[src/rtl/int_sched.sv]
// int_sched: interrupt scheduler for the single-cycle CPU datapath.
// Latches four request lines into pending bits, selects one winner by fixed
// priority (line 1 highest) among the masked, globally-enabled candidates and
// drives a one-cycle one-hot issue pulse (ie1..ie4). In-service levels are
// tracked so only strictly higher priority may preempt a running ISR.
//
// Ports:
//   clk        system clock, rising edge
//   reset      asynchronous active-low reset
//   irq        raw requests, bit0 = line 1 (highest) .. bit3 = line 4
//   take_ok    control unit at an instruction boundary
//   we_mask    write mask register from mask_in
//   mask_in    new mask value, 1 = line enabled
//   gie_set    set global enable
//   gie_clr    clear global enable (wins over gie_set)
//   reti       return-from-interrupt pulse
//   ie         one-hot issue pulse, registered
//   pending    pending latches
//   in_service active ISR levels
//   mask       mask register
//   gie        global enable
//   err_reti   pulse on reti with no active level
module int_sched #(
   parameter logic [3:0] EDGE_MASK = 4'b1111,
   parameter bit         NEST_EN   = 1'b1
) (
   input  logic       clk,
   input  logic       reset,
   input  logic [3:0] irq,
   input  logic       take_ok,
   input  logic       we_mask,
   input  logic [3:0] mask_in,
   input  logic       gie_set,
   input  logic       gie_clr,
   input  logic       reti,
   output logic [3:0] ie,
   output logic [3:0] pending,
   output logic [3:0] in_service,
   output logic [3:0] mask,
   output logic       gie,
   output logic       err_reti
);

   typedef enum logic [1:0] {
      IDLE,
      ISSUE,
      BLANK
   } state_t;

   state_t     state, state_nxt;
   logic [3:0] irq_q;
   logic [3:0] set_v;
   logic [3:0] cand;
   logic [3:0] win;
   logic [3:0] isv_low;
   logic       win_ok;
   logic [3:0] ie_nxt;
   logic [3:0] iss_clr;
   logic [3:0] ret_clr;

   always_comb begin
      set_v   = (irq & ~irq_q & EDGE_MASK) | (irq & ~EDGE_MASK);
      cand    = pending & mask & {4{gie}};
      // x & -x isolates the lowest set bit, i.e. the highest-priority line
      win     = cand & (~cand + 4'd1);
      isv_low = in_service & (~in_service + 4'd1);
      // both are one-hot, so a smaller value means a higher-priority line
      if (NEST_EN)
         win_ok = (cand != '0) && ((in_service == '0) || (win < isv_low));
      else
         win_ok = (cand != '0) && (in_service == '0);
   end

   always_ff @(posedge clk or negedge reset) begin
      if (!reset)
         state <= IDLE;
      else
         state <= state_nxt;
   end

   // The winner is frozen into ie on entry to ISSUE; ie then serves as the
   // clear and in-service set vector for the ISSUE cycle.
   always_comb begin
      state_nxt = state;
      ie_nxt    = '0;
      case (state)
         IDLE: begin
            if (take_ok && win_ok) begin
               state_nxt = ISSUE;
               ie_nxt    = win;
            end
         end
         ISSUE:   state_nxt = BLANK;
         BLANK:   state_nxt = IDLE;
         default: state_nxt = IDLE;
      endcase
   end

   always_comb begin
      iss_clr = (state == ISSUE) ? ie : '0;
      ret_clr = reti ? isv_low : '0;
   end

   always_ff @(posedge clk or negedge reset) begin
      if (!reset) begin
         irq_q      <= '0;
         ie         <= '0;
         pending    <= '0;
         in_service <= '0;
         mask       <= '0;
         gie        <= 1'b0;
         err_reti   <= 1'b0;
      end else begin
         irq_q      <= irq;
         ie         <= ie_nxt;
         pending    <= (pending & ~iss_clr) | set_v;
         in_service <= (in_service & ~ret_clr) | iss_clr;
         err_reti   <= reti && (in_service == '0);
         if (we_mask)
            mask <= mask_in;
         if (gie_clr)
            gie <= 1'b0;
         else if (gie_set)
            gie <= 1'b1;
      end
   end

endmodule

[config.mk]
export PLATFORM = sky130hd
export DESIGN_NAME = int_sched
export DESIGN_NICKNAME = d
export VERILOG_FILES = /design/src/rtl/int_sched.sv
export SDC_FILE = /design/constraint.sdc
export NUM_CORES = 1
export LEC_CHECK = 0
export CAP_MARGIN = 20
export CORE_MARGIN = 2
export CORE_UTILIZATION = 45
export CTS_BUF_LIST = sky130_fd_sc_hd__clkbuf_8
export DETAILED_ROUTE_END_ITERATION = 7
export GPL_ROUTABILITY_DRIVEN = 0
export PLACE_DENSITY = 0.89
export SKIP_LAST_GASP = 1
export SYNTH_ARGS = -nofsm -noshare
export SYNTH_HDL_FRONTEND = slang
export SYNTH_SLANG_ARGS = --single-unit
[constraint.sdc]
create_clock -name clk -period 3 [get_ports clk]
set_clock_uncertainty 0.05 [all_clocks]
set_input_delay 0.6 -clock clk [delete_from_list [all_inputs] [get_ports clk]]
set_output_delay 0.6 -clock clk [all_outputs]
set_load 0.01 [all_outputs]
# Word level (Yosys, flattened, before mapping)
# Cells that the tools add are included.
# word_totals
reg_bits	24
latchBits	0
ramBits	0
romBits	0
inputBits	15
out_inout_bits	18
word_cells	43
memories	0
# classes
addsub	2
n_mul	0
n_div	0
magnitude_cmp	1
eq_ne	2
shifts	0
mux	8
bitwise	14
reduce_logical	8
# ops
operator	n
bitwise AND 4 bit	7
NOT 4 bit	5
2-to-1 mux 4 bit	4
adder 4 x 1 -> 4 bit, second input constant	2
OR 4 bit	2
zero test 4 bit	1
< comparator 4 bit	1
one-hot mux 2 bit (2 select lines)	1
nonzero test 4 bit	1
logical AND 1 bit	3
equality test 2 x 1 -> 1 bit, second input constant	1
zero test 2 bit	1
2-to-1 mux 1 bit	2
2-to-1 mux 2 bit	1
!= test 2 bit, second input constant	1
nonzero test 2 bit	1
logical OR 1 bit	1

# Longest topological paths before layout
# Gate-level depths: netlist (run 1).
# logic_depth
ltp_word	11
ltp_mapped	8
ltp_nobuf	8

# Worst setup path after synthesis (run 1)
# No wires, ideal clock.
# synth_timing
path_type	register -> register
start	register mask[0]
end	register ie[1]
setup_time_ns	0.101
t_arrival_ns	1.904
t_required_ns	2.849
path_slack_ns	0.945
path_stages_with_launch	9
path_buffers	0
period_less_slack_ns	2.055
cell_sequence	dfrtp_1 > nand2_1 > nand3_1 > nor3b_1 > ha_1 > a211o_1 > a21oi_1 > a222oi_1 > nor4_1
# synth_between
elab_chain_len	11
word_cells_on_any_way	12
cone_classes	1 x add/sub; 1 x order compare; 2 x mux; 4 x bitwise; 4 x reduce/logical
# synth_rtl
item	line_no	text
start, declared	39	output logic [3:0] mask,
start signal, assigned	120	mask <= mask_in;
bitwise AND 4 bit * (2 in a row)	63	cand = pending & mask & {4{gie}};
NOT 4 bit	65	win = cand & (~cand + 4'd1);
adder 4 x 1 -> 4 bit	65	
bitwise AND 4 bit	65	
< comparator 4 bit	69	win_ok = (cand != '0) && ((in_service == '0) || (win < isv_low));
logical OR 1 bit	69	
logical AND 1 bit	69	
logical AND 1 bit	88	if (take_ok && win_ok) begin
2-to-1 mux 4 bit *	88	
2-to-1 mux 4 bit *	86	case (state)
named net ie_nxt[1]	57	logic [3:0] ie_nxt;
end signal, assigned	115	ie <= ie_nxt;
end, declared	36	output logic [3:0] ie,
# The timed path passes the listed nets; every way through them passes the cells marked *.
# A chain may end at the register's enable or synchronous reset.

# Worst setup path after layout (run 1)
# layout_timing
start	register mask[1]
end	register ie[1]
# The elaborated chain is that of the path after synthesis.

==> PnR_summary.wiki, run 1 <==
{| class="wikitable"
! Metric !! Value
|-
| DRC violation total after the first TritonRoute iteration || 19
|-
| Max frequency || a little over 0.4 GHz
|-
| Hold Path Sink || pending[3]$_DFF_PN0_
|-
| Die Span X || ~50 um
|-
| Final number of hold-violating endpoints || 0
|-
| Initial core utilization || between 40% and 50%
|-
| Ant. Diodes || 0
|-
| Clock-pin slew reported for the worst setup and hold paths after clock tree synthesis || around 80 ps
|-
| Most frequent cells in the layout || 32 x sky130_fd_sc_hd__clkdlybuf4s50_1, 25 x sky130_fd_sc_hd__nand2_1, 24 x sky130_fd_sc_hd__dfrtp_1
|-
| Rel. slew slack || 53.8%
|-
| Largest driver fanout on the critical path || 5
|-
| Total iterations of the first detailed-routing run || 4
|-
| Critical Path AT || 2560 ps
|-
| Final instance area || about 0.0014 mm^2
|-
| Mean Syn Cell Area || about 10 um^2
|-
| Number of cells on the worst hold path || 1
|-
| Number of input and output port buffers inserted || 32
|-
| Routed wire length || around 2100 um
|-
| Worst min path class || reg -> reg
|-
| Peak per-stage delay on the critical path || a little over 400 ps
|-
| Setup repair bufs after CTS || 0
|-
| Clock latency reported for the late side of the worst-skew pair || roughly 260 ps
|-
| Number of global-route vias before repair || 850
|-
| Reg2Reg Capture Point || ie[1]$_DFF_PN0_
|-
| Ports || 33
|-
| Maximum number of pins on one net before global-route repair || 25
|-
| Die H || just over 50 um
|-
| Run status || completed
|-
| Number of distinct standard cells referenced by the synthesized netlist || 17
|-
| Part of the power in registers || 53.5%
|-
| Total count of max-transition violations in the final report || 0
|-
| Final net count || 149
|-
| Setup TNS Final || 0 ps
|-
| Die area || roughly 0.0025 mm^2
|-
| Worst flop-to-flop path startpoint || mask[1]$_DFFE_PN0P_
|-
| Layout fillers || 154
|-
| CTS tree || yes
|-
| Half-perimeter wire length after detailed placement || ~1700 um
|-
| Core area || 0.00198 mm^2
|-
| Clock net sink count || 24
|-
| H-Tree Level Count || 1
|-
| Antenna violations before repair || 0
|-
| Post-placement cell area || approximately 0.0013 mm^2
|-
| Clock power frac || 32.7%
|-
| Min Tclk post-route || roughly 2400 ps
|-
| Number of remaining DRC errors || 0
|-
| Required @ worst endpoint || between 3000 and 4000 ps
|-
| Global route total overflow || 0
|-
| Routed vias/inst || a little over 5
|-
| Total power after layout || ~650 uW
|-
| Count of nets left with antenna violations after detail routing || 0
|-
| Comb pwr share || between 10% and 20%
|-
| Syn nets || 111
|-
| Area grow syn2layout || 43.2%
|-
| Number of max-capacitance violations reported || 0
|-
| Post-detailed-route wirelength per cell || 13.7 um
|-
| Final clock period utilization by the worst path || roughly four fifths
|-
| # setup viols final || 0
|-
| Total leakage power || between 0.6 and 0.7 nW
|-
| Number of synthesis warnings || 0
|-
| Synthesized instance count || just over 90
|-
| Most common library cell in the layout ignoring fill and taps || sky130_fd_sc_hd__clkdlybuf4s50_1
|-
| Global router's overall resource usage || a little under a fifth
|-
| Worst setup EP type || flip-flop
|-
| CTS resizes || 0
|-
| Proportion of synthesized chip area in sequential cells || ~62%
|-
| Slew of the pin with the lowest slew margin || a little under 700 ps
|-
| Hold Path Origin || irq_q[3]$_DFF_PN0_
|-
| Maximum count of clock buffers along a single path || 2
|-
| Power per unit of standard cell area || 473 mW/mm^2
|-
| Number of clock buffers inserted by TritonCTS || 3
|-
| Net Sw Frac || 22.8%
|-
| Area of the mapped netlist || around 960 um^2
|-
| Site row count || 16
|-
| Worst-path cell chain || nand2_1 -> nand3_1 -> nor3b_1 -> ha_1 -> a211o_1 -> a21oi_1 -> a222oi_1 -> nor4_1
|-
| Type of the setup path with the least slack || reg -> reg
|-
| Maximum ir drop on the vdd rail || approximately 0.39 mV
|-
| Cts-stage hold buffer count || 0
|-
| Share of layout cells above drive strength 1 || 6.92%
|-
| Number of cell instances on the worst register-to-register path || 8
|-
| Critical-path cell with the highest stage delay || sky130_fd_sc_hd__dfrtp_1
|-
| Sw Pwr || 149 uW
|-
| Root Buffer || sky130_fd_sc_hd__clkbuf_8
|-
| Number of register bits inferred by synthesis || 24
|-
| Int Power || approximately 500 uW
|-
| Global-route wire length before repair || between 3000 and 4000 um
|-
| Startpoint class of the critical path || flip-flop
|-
| RSZ-0062 raised after global routing || false
|-
| Via count of the routed design || around 800
|-
| Setup slack of the worst register-to-register path || between 500 and 600 ps
|}
## registers in the layout, indices dropped and copies added (netlist names)
signal      flops
err_reti        1
gie             1
ie              4
in_service      4
irq_q           4
mask            4
pending         4
state           2
## stage by stage
step           instances  worst slack (ps)  utilization (%)  hold WS [ps]
3_5_place_dp         153               634             66.9           365
2_1_floorplan         93               945                -           254
6_report             157               551             69.6           368
4_1_cts              157               573             69.6           375
5_1_grt              157               409             69.6           391
3_3_place_gp         153               785             66.9           344
## cell families (layout without fill, tap and decap cells)
| kind of cell | Yosys count | in the layout | synth area share [%] |
|---|---|---|---|
| AO/OA/AOI/OAI | 10 | 10 | 6.10 |
| buffers and inverters | 8 | 45 | 3.12 |
| multiplexers | 4 | 4 | 4.67 |
| flip-flops | 24 | 24 | 62.3 |
| AND/OR/NAND/NOR | 44 | 44 | 19.9 |
| adder cells (fa/ha/maj) | 3 | 3 | 3.90 |
## worst max-delay path, delay by kind of cell, from the launching register on
kind | cells | cell delay (ps)
adders and majority gates | 1 | 310
AOI/OAI and AO/OA | 3 | 580
and+or+nand+nor | 4 | 1010
DFF | 1 | 410
## Yosys cell counts (all sizes together)
library cell   n  share of area [%]
ha             3                3.9
a211o          1               0.91
nand4          2                1.3
nand2         25                9.7
o21ai          7                3.6
nor3b          2                1.6
nor4           2                1.3
nand3          2                1.0
mux2           4                4.7
a21oi          1               0.52
a222oi         1                1.0
dfrtp         24                 62
nor2           7                2.7
nor2b          1               0.65
inv            8                3.1
nor3           3                1.6
## power groups by stage
| stage | sequential, mW | combinational, mW | clock (mW) |
|---|---|---|---|
| 2_1_floorplan | 0.358 | 0.0297 | 0 |
| 3_3_place_gp | 0.355 | 0.0858 | 0 |
| 3_5_place_dp | 0.356 | 0.0895 | 0 |
| 4_1_cts | 0.350 | 0.0906 | 0.216 |
| 5_1_grt | 0.351 | 0.0976 | 0.229 |
| 6_report | 0.349 | 0.0897 | 0.214 |
## routing by layer
metal	up-vias	track usage [%]	wire length, um
met5	-	0	0
met4	0	8.33	19
met3	4	3.57	100
met2	29	34.0	1100
met1	379	21.7	931
li1	387	-	-
## how the worst max path moves through the flow
stage | start | to | slack [ps] | depth (start not counted)
2_1_floorplan | mask[0]$_DFFE_PN0P_ | ie[1]$_DFF_PN0_ | 940 | 8
6_report | mask[1]$_DFFE_PN0P_ | ie[1]$_DFF_PN0_ | 550 | 8
5_1_grt | mask[0]$_DFFE_PN0P_ | state[0]$_DFFE_PN0P_ | 410 | 8
3_5_place_dp | pending[0]$_DFF_PN0_ | ie[1]$_DFF_PN0_ | 630 | 8
4_1_cts | mask[0]$_DFFE_PN0P_ | ie[1]$_DFF_PN0_ | 570 | 8
3_3_place_gp | pending[0]$_DFF_PN0_ | ie[2]$_DFF_PN0_ | 780 | 8
## final cells by class
| class | count | area [um^2] | area share [%] |
|---|---|---|---|
| sequential | 24 | 601 | 43.5 |
| multi-input combinational | 61 | 333 | 24.1 |
| timing repair buffer | 33 | 328 | 23.8 |
| clock buffer | 4 | 55.1 | 3.99 |
| tap | 27 | 33.8 | 2.45 |
| inverter | 8 | 30.0 | 2.18 |
No activity file was read; power rests on OpenSTA's default activity.
==> run 2, diff against run 1 <==
- CORE_UTILIZATION: 45 -> 41
- PLACE_DENSITY: 0.89 -> 0.86
- clock period: 3 -> 1.95 ns (I/O delays scaled with it)
==> run 2 against run 1 <==
- the run now ends with setup timing left
- sequential share of layout area shrank 4.6 points
- power grew 76%
- clock power grew 100%
- final area grew 12%
- fmax grew 12%
- critical path depth grew 1
- routed wire length grew 8.1%
- count of clock-buffer cells in the layout shrank 1
- register-to-register slack lost 800 ps
- non-clock buffer count grew 11
- critical path type unchanged
- highest routed layer unchanged
==> PnR_summary.wiki, run 2 (synthesis gave the netlist of run 1 again) <==
{| class="wikitable"
! Metric !! Value
|-
| Run status || complete, but fails checks (was completed)
|-
| Violated checks || setup timing
|-
| Die H || 52.5 um (was 50.3 um)
|-
| Die Span X || 52.5 um (was 50.3 um)
|-
| Critical Path AT || 2320 ps (was 2560 ps)
|-
| Sw Pwr || 254 uW (was 149 uW)
|-
| Post-placement cell area || 0.00141 mm^2 (was 0.00133 mm^2)
|-
| Origin of the worst setup path || mask[0]$_DFFE_PN0P_ (was mask[1]$_DFFE_PN0P_)
|-
| Maximum number of pins on one net before global-route repair || 25 (unchanged)
|-
| Power per unit of standard cell area || 744 mW/mm^2 (was 473 mW/mm^2)
|-
| Global router's overall resource usage || 19.7% (was 19.0%)
|-
| Count of nets left with antenna violations after detail routing || 0 (unchanged)
|-
| CTS tree || yes (unchanged)
|-
| RSZ-0062 raised after global routing || true (was false)
|-
| Initial core utilization || 43.6% (was 48.6%)
|-
| Worst min path class || reg -> reg (unchanged)
|-
| Routed vias/inst || 5.08 (was 5.09)
|-
| Die area || 0.00275 mm^2 (was 0.00253 mm^2)
|-
| Half-perimeter wire length after detailed placement || 1790 um (was 1670 um)
|-
| Share of layout cells above drive strength 1 || 20.6% (was 6.92%)
|-
| Crit. path cell count || 9 (was 8)
|-
| Antenna violations before repair || 0 (unchanged)
|-
| Part of the power in registers || 46.5% (was 53.5%)
|-
| Total count of max-transition violations in the final report || 0 (unchanged)
|-
| Global route total overflow || 0 (unchanged)
|-
| Type of the setup path with the least slack || reg -> reg (unchanged)
|-
| Area of combinational cells with multiple inputs || 395 um^2 (was 333 um^2)
|-
| Final net count || 160 (was 149)
|-
| Cts-stage hold buffer count || 0 (unchanged)
|-
| Inst Count DP || 162 (was 153)
|-
| DRC violation total after the first TritonRoute iteration || 14 (was 19)
|-
| Site row count || 17 (was 16)
|-
| Number of cells in the finished layout apart from fillers || 169 (was 157)
|-
| Min Tclk post-route || 2200 ps (was 2450 ps)
|-
| Routed wire length || 2320 um (was 2150 um)
|-
| Clock net sink count || 24 (unchanged)
|-
| Maximum count of clock buffers along a single path || 2 (unchanged)
|-
| Final instance area || 0.00154 mm^2 (was 0.00138 mm^2)
|-
| Layout fillers || 178 (was 154)
|-
| Clock power frac || 37.6% (was 32.7%)
|-
| Required @ worst endpoint || 2070 ps (was 3110 ps)
|-
| Root Buffer || sky130_fd_sc_hd__clkbuf_8 (unchanged)
|-
| Slew of the pin with the lowest slew margin || 338 ps (was 693 ps)
|-
| Net Sw Frac || 22.1% (was 22.8%)
|-
| FF+latch area || 601 um^2 (unchanged)
|-
| Peak per-stage delay on the critical path || 400 ps (was 410 ps)
|-
| Worst setup EP type || flip-flop (unchanged)
|-
| Fin Hold WS || 363 ps (was 368 ps)
|-
| Core area || 0.00221 mm^2 (was 0.00198 mm^2)
|-
| Most frequent cells in the layout || 32 x sky130_fd_sc_hd__clkdlybuf4s50_1, 24 x sky130_fd_sc_hd__dfrtp_1, 23 x sky130_fd_sc_hd__nand2_1 (was 32 x sky130_fd_sc_hd__clkdlybuf4s50_1, 25 x sky130_fd_sc_hd__nand2_1, 24 x sky130_fd_sc_hd__dfrtp_1)
|-
| Largest driver fanout on the critical path || 5 (unchanged)
|-
| Global-route wire length before repair || 3890 um (was 3550 um)
|-
| Number of input and output port buffers inserted || 32 (unchanged)
|-
| Critical-path cell with the highest stage delay || sky130_fd_sc_hd__dfrtp_1 (unchanged)
|-
| Share of the core filled with cells in the final layout || 69.7% (was 69.6%)
|-
| Ports || 33 (unchanged)
|-
| Area grow syn2layout || 60.1% (was 43.2%)
|-
| Startpoint class of the critical path || flip-flop (unchanged)
|-
| Int Power || 894 uW (was 504 uW)
|-
| Buf/Inv on CP || 1 (was 0)
|-
| Critical Path End || ie[1]$_DFF_PN0_ (unchanged)
|-
| Ant. Diodes || 0 (unchanged)
|-
| Worst setup slack after layout || -245 ps (was 551 ps)
|-
| Max frequency || 0.456 GHz (was 0.408 GHz)
|-
| # setup viols final || 5 (was 0)
|-
| DP Worst Slack || -270 ps (was 634 ps)
|-
| Number of max-capacitance violations reported || 0 (unchanged)
|-
| Final number of hold-violating endpoints || 0 (unchanged)
|-
| Total iterations of the first detailed-routing run || 4 (unchanged)
|-
| Clock latency reported for the late side of the worst-skew pair || 270 ps (was 260 ps)
|-
| Number of clock buffers inserted by TritonCTS || 3 (unchanged)
|-
| Reg2Reg Capture Point || ie[1]$_DFF_PN0_ (unchanged)
|-
| Maximum ir drop on the vdd rail || 0.631 mV (was 0.386 mV)
|-
| Number of cell instances on the worst register-to-register path || 9 (was 8)
|-
| Number of remaining DRC errors || 0 (unchanged)
|-
| Total leakage power || 0.715 nW (was 0.644 nW)
|-
| Post-detailed-route wirelength per cell || 13.7 um (about the same)
|-
| Most common library cell in the layout ignoring fill and taps || sky130_fd_sc_hd__clkdlybuf4s50_1 (unchanged)
|-
| Worst-path cell chain || nand2_2 -> nand3_4 -> nor3b_4 -> ha_1 -> a211o_1 -> a21oi_2 -> a222oi_1 -> buf_4 -> nor4_4 (was nand2_1 -> nand3_1 -> nor3b_1 -> ha_1 -> a211o_1 -> a21oi_1 -> a222oi_1 -> nor4_1)
|-
| Final clock period utilization by the worst path || 113% (was 81.6%)
|-
| Comb pwr share || 15.9% (was 13.7%)
|-
| Dominant delay contributor by cell family on the critical path || simple AND/OR/NAND/NOR gates (unchanged)
|-
| Number of global-route vias before repair || 906 (was 850)
|-
| H-Tree Level Count || 1 (unchanged)
|-
| Worst flop-to-flop path startpoint || mask[0]$_DFFE_PN0P_ (was mask[1]$_DFFE_PN0P_)
|-
| Setup slack of the worst register-to-register path || -250 ps (was 550 ps)
|-
| Clock-pin slew reported for the worst setup and hold paths after clock tree synthesis || 80 ps (about the same)
|-
| Via count of the routed design || 858 (was 799)
|-
| Rel. slew slack || 77.4% (was 53.8%)
|}
-- run 2: cell count changes in the layout (fill, tap and decap cells not counted), moves of 2 or more --
cell	delta
sky130_fd_sc_hd__buf_4	+11
sky130_fd_sc_hd__nand2_1	-2
sky130_fd_sc_hd__nand2_2	+2
sky130_fd_sc_hd__nor3_1	-2
sky130_fd_sc_hd__nor3_2	+2
sky130_fd_sc_hd__nor3b_1	-2
-- run 2: power by group through the flow --
| stage | Sequential [mW] | Clock (mW) | Combinational [mW] |
|---|---|---|---|
| 5_1_grt | 0.537 | 0.458 | 0.197 |
| 2_1_floorplan | 0.553 | 0 | 0.0486 |
| 3_3_place_gp | 0.542 | 0 | 0.157 |
| 4_1_cts | 0.535 | 0.439 | 0.169 |
| 3_5_place_dp | 0.544 | 0 | 0.163 |
| 6_report | 0.534 | 0.431 | 0.183 |
-- run 2: final cells by class --
class                           count  area share, %
Multi-Input combinational cell     61           25.6
Timing Repair Buffer               44           26.6
Inverter                            8           1.95
Tap cell                           28           2.27
Sequential cell                    24           38.9
Clock buffer                        3           2.68
Clock inverter                      1           1.95
-- run 2: how the worst min path moves through the flow --
stage / from / end / slack (ps) / cells past startpoint
3_5_place_dp: irq_q[3]$_DFF_PN0_ / pending[3]$_DFF_PN0_ / 360 / 1
3_3_place_gp: irq_q[1]$_DFF_PN0_ / pending[1]$_DFF_PN0_ / 350 / 1
5_1_grt: irq_q[3]$_DFF_PN0_ / pending[3]$_DFF_PN0_ / 390 / 1
2_1_floorplan: reset / err_reti$_DFF_PN0_ / 40 / 0
6_report: irq_q[0]$_DFF_PN0_ / pending[0]$_DFF_PN0_ / 360 / 1
4_1_cts: irq_q[3]$_DFF_PN0_ / pending[3]$_DFF_PN0_ / 370 / 1
-- run 2: worst reg2reg max path: cells and delay by family (launching register included) --
family / cells / cell delay, ps
AOI/OAI and AO/OA: 3 / 480
adders and majority gates: 1 / 270
buffers and inverters: 1 / 180
and+or+nand+nor: 4 / 720
DFF: 1 / 400
-- run 2: metal layers --
layer / track usage (%) / up-vias / wire (um)
met5: 0 / - / 0
met4: 8.97 / 0 / 46
met3: 2.86 / 5 / 100
met2: 36.0 / 27 / 1230
met1: 22.3 / 417 / 946
li1: - / 409 / -
-- run 2: what timing repair did --
| item | 4_1_cts | 5_1_grt |
|---|---|---|
| endpoints found under the setup margin | 5 | 5 |
| pin swaps | 5 | 4 |
| setup buffers | 0 | 3 |
| gates resized for setup | 2 | 5 |
-- run 2: through the flow --
stage          power (mW)  TNS (ps)
2_1_floorplan       0.601     -7.80
3_3_place_gp        0.700      -192
3_5_place_dp        0.707     -1090
4_1_cts              1.14      -963
5_1_grt              1.19     -1300
6_report             1.15      -737
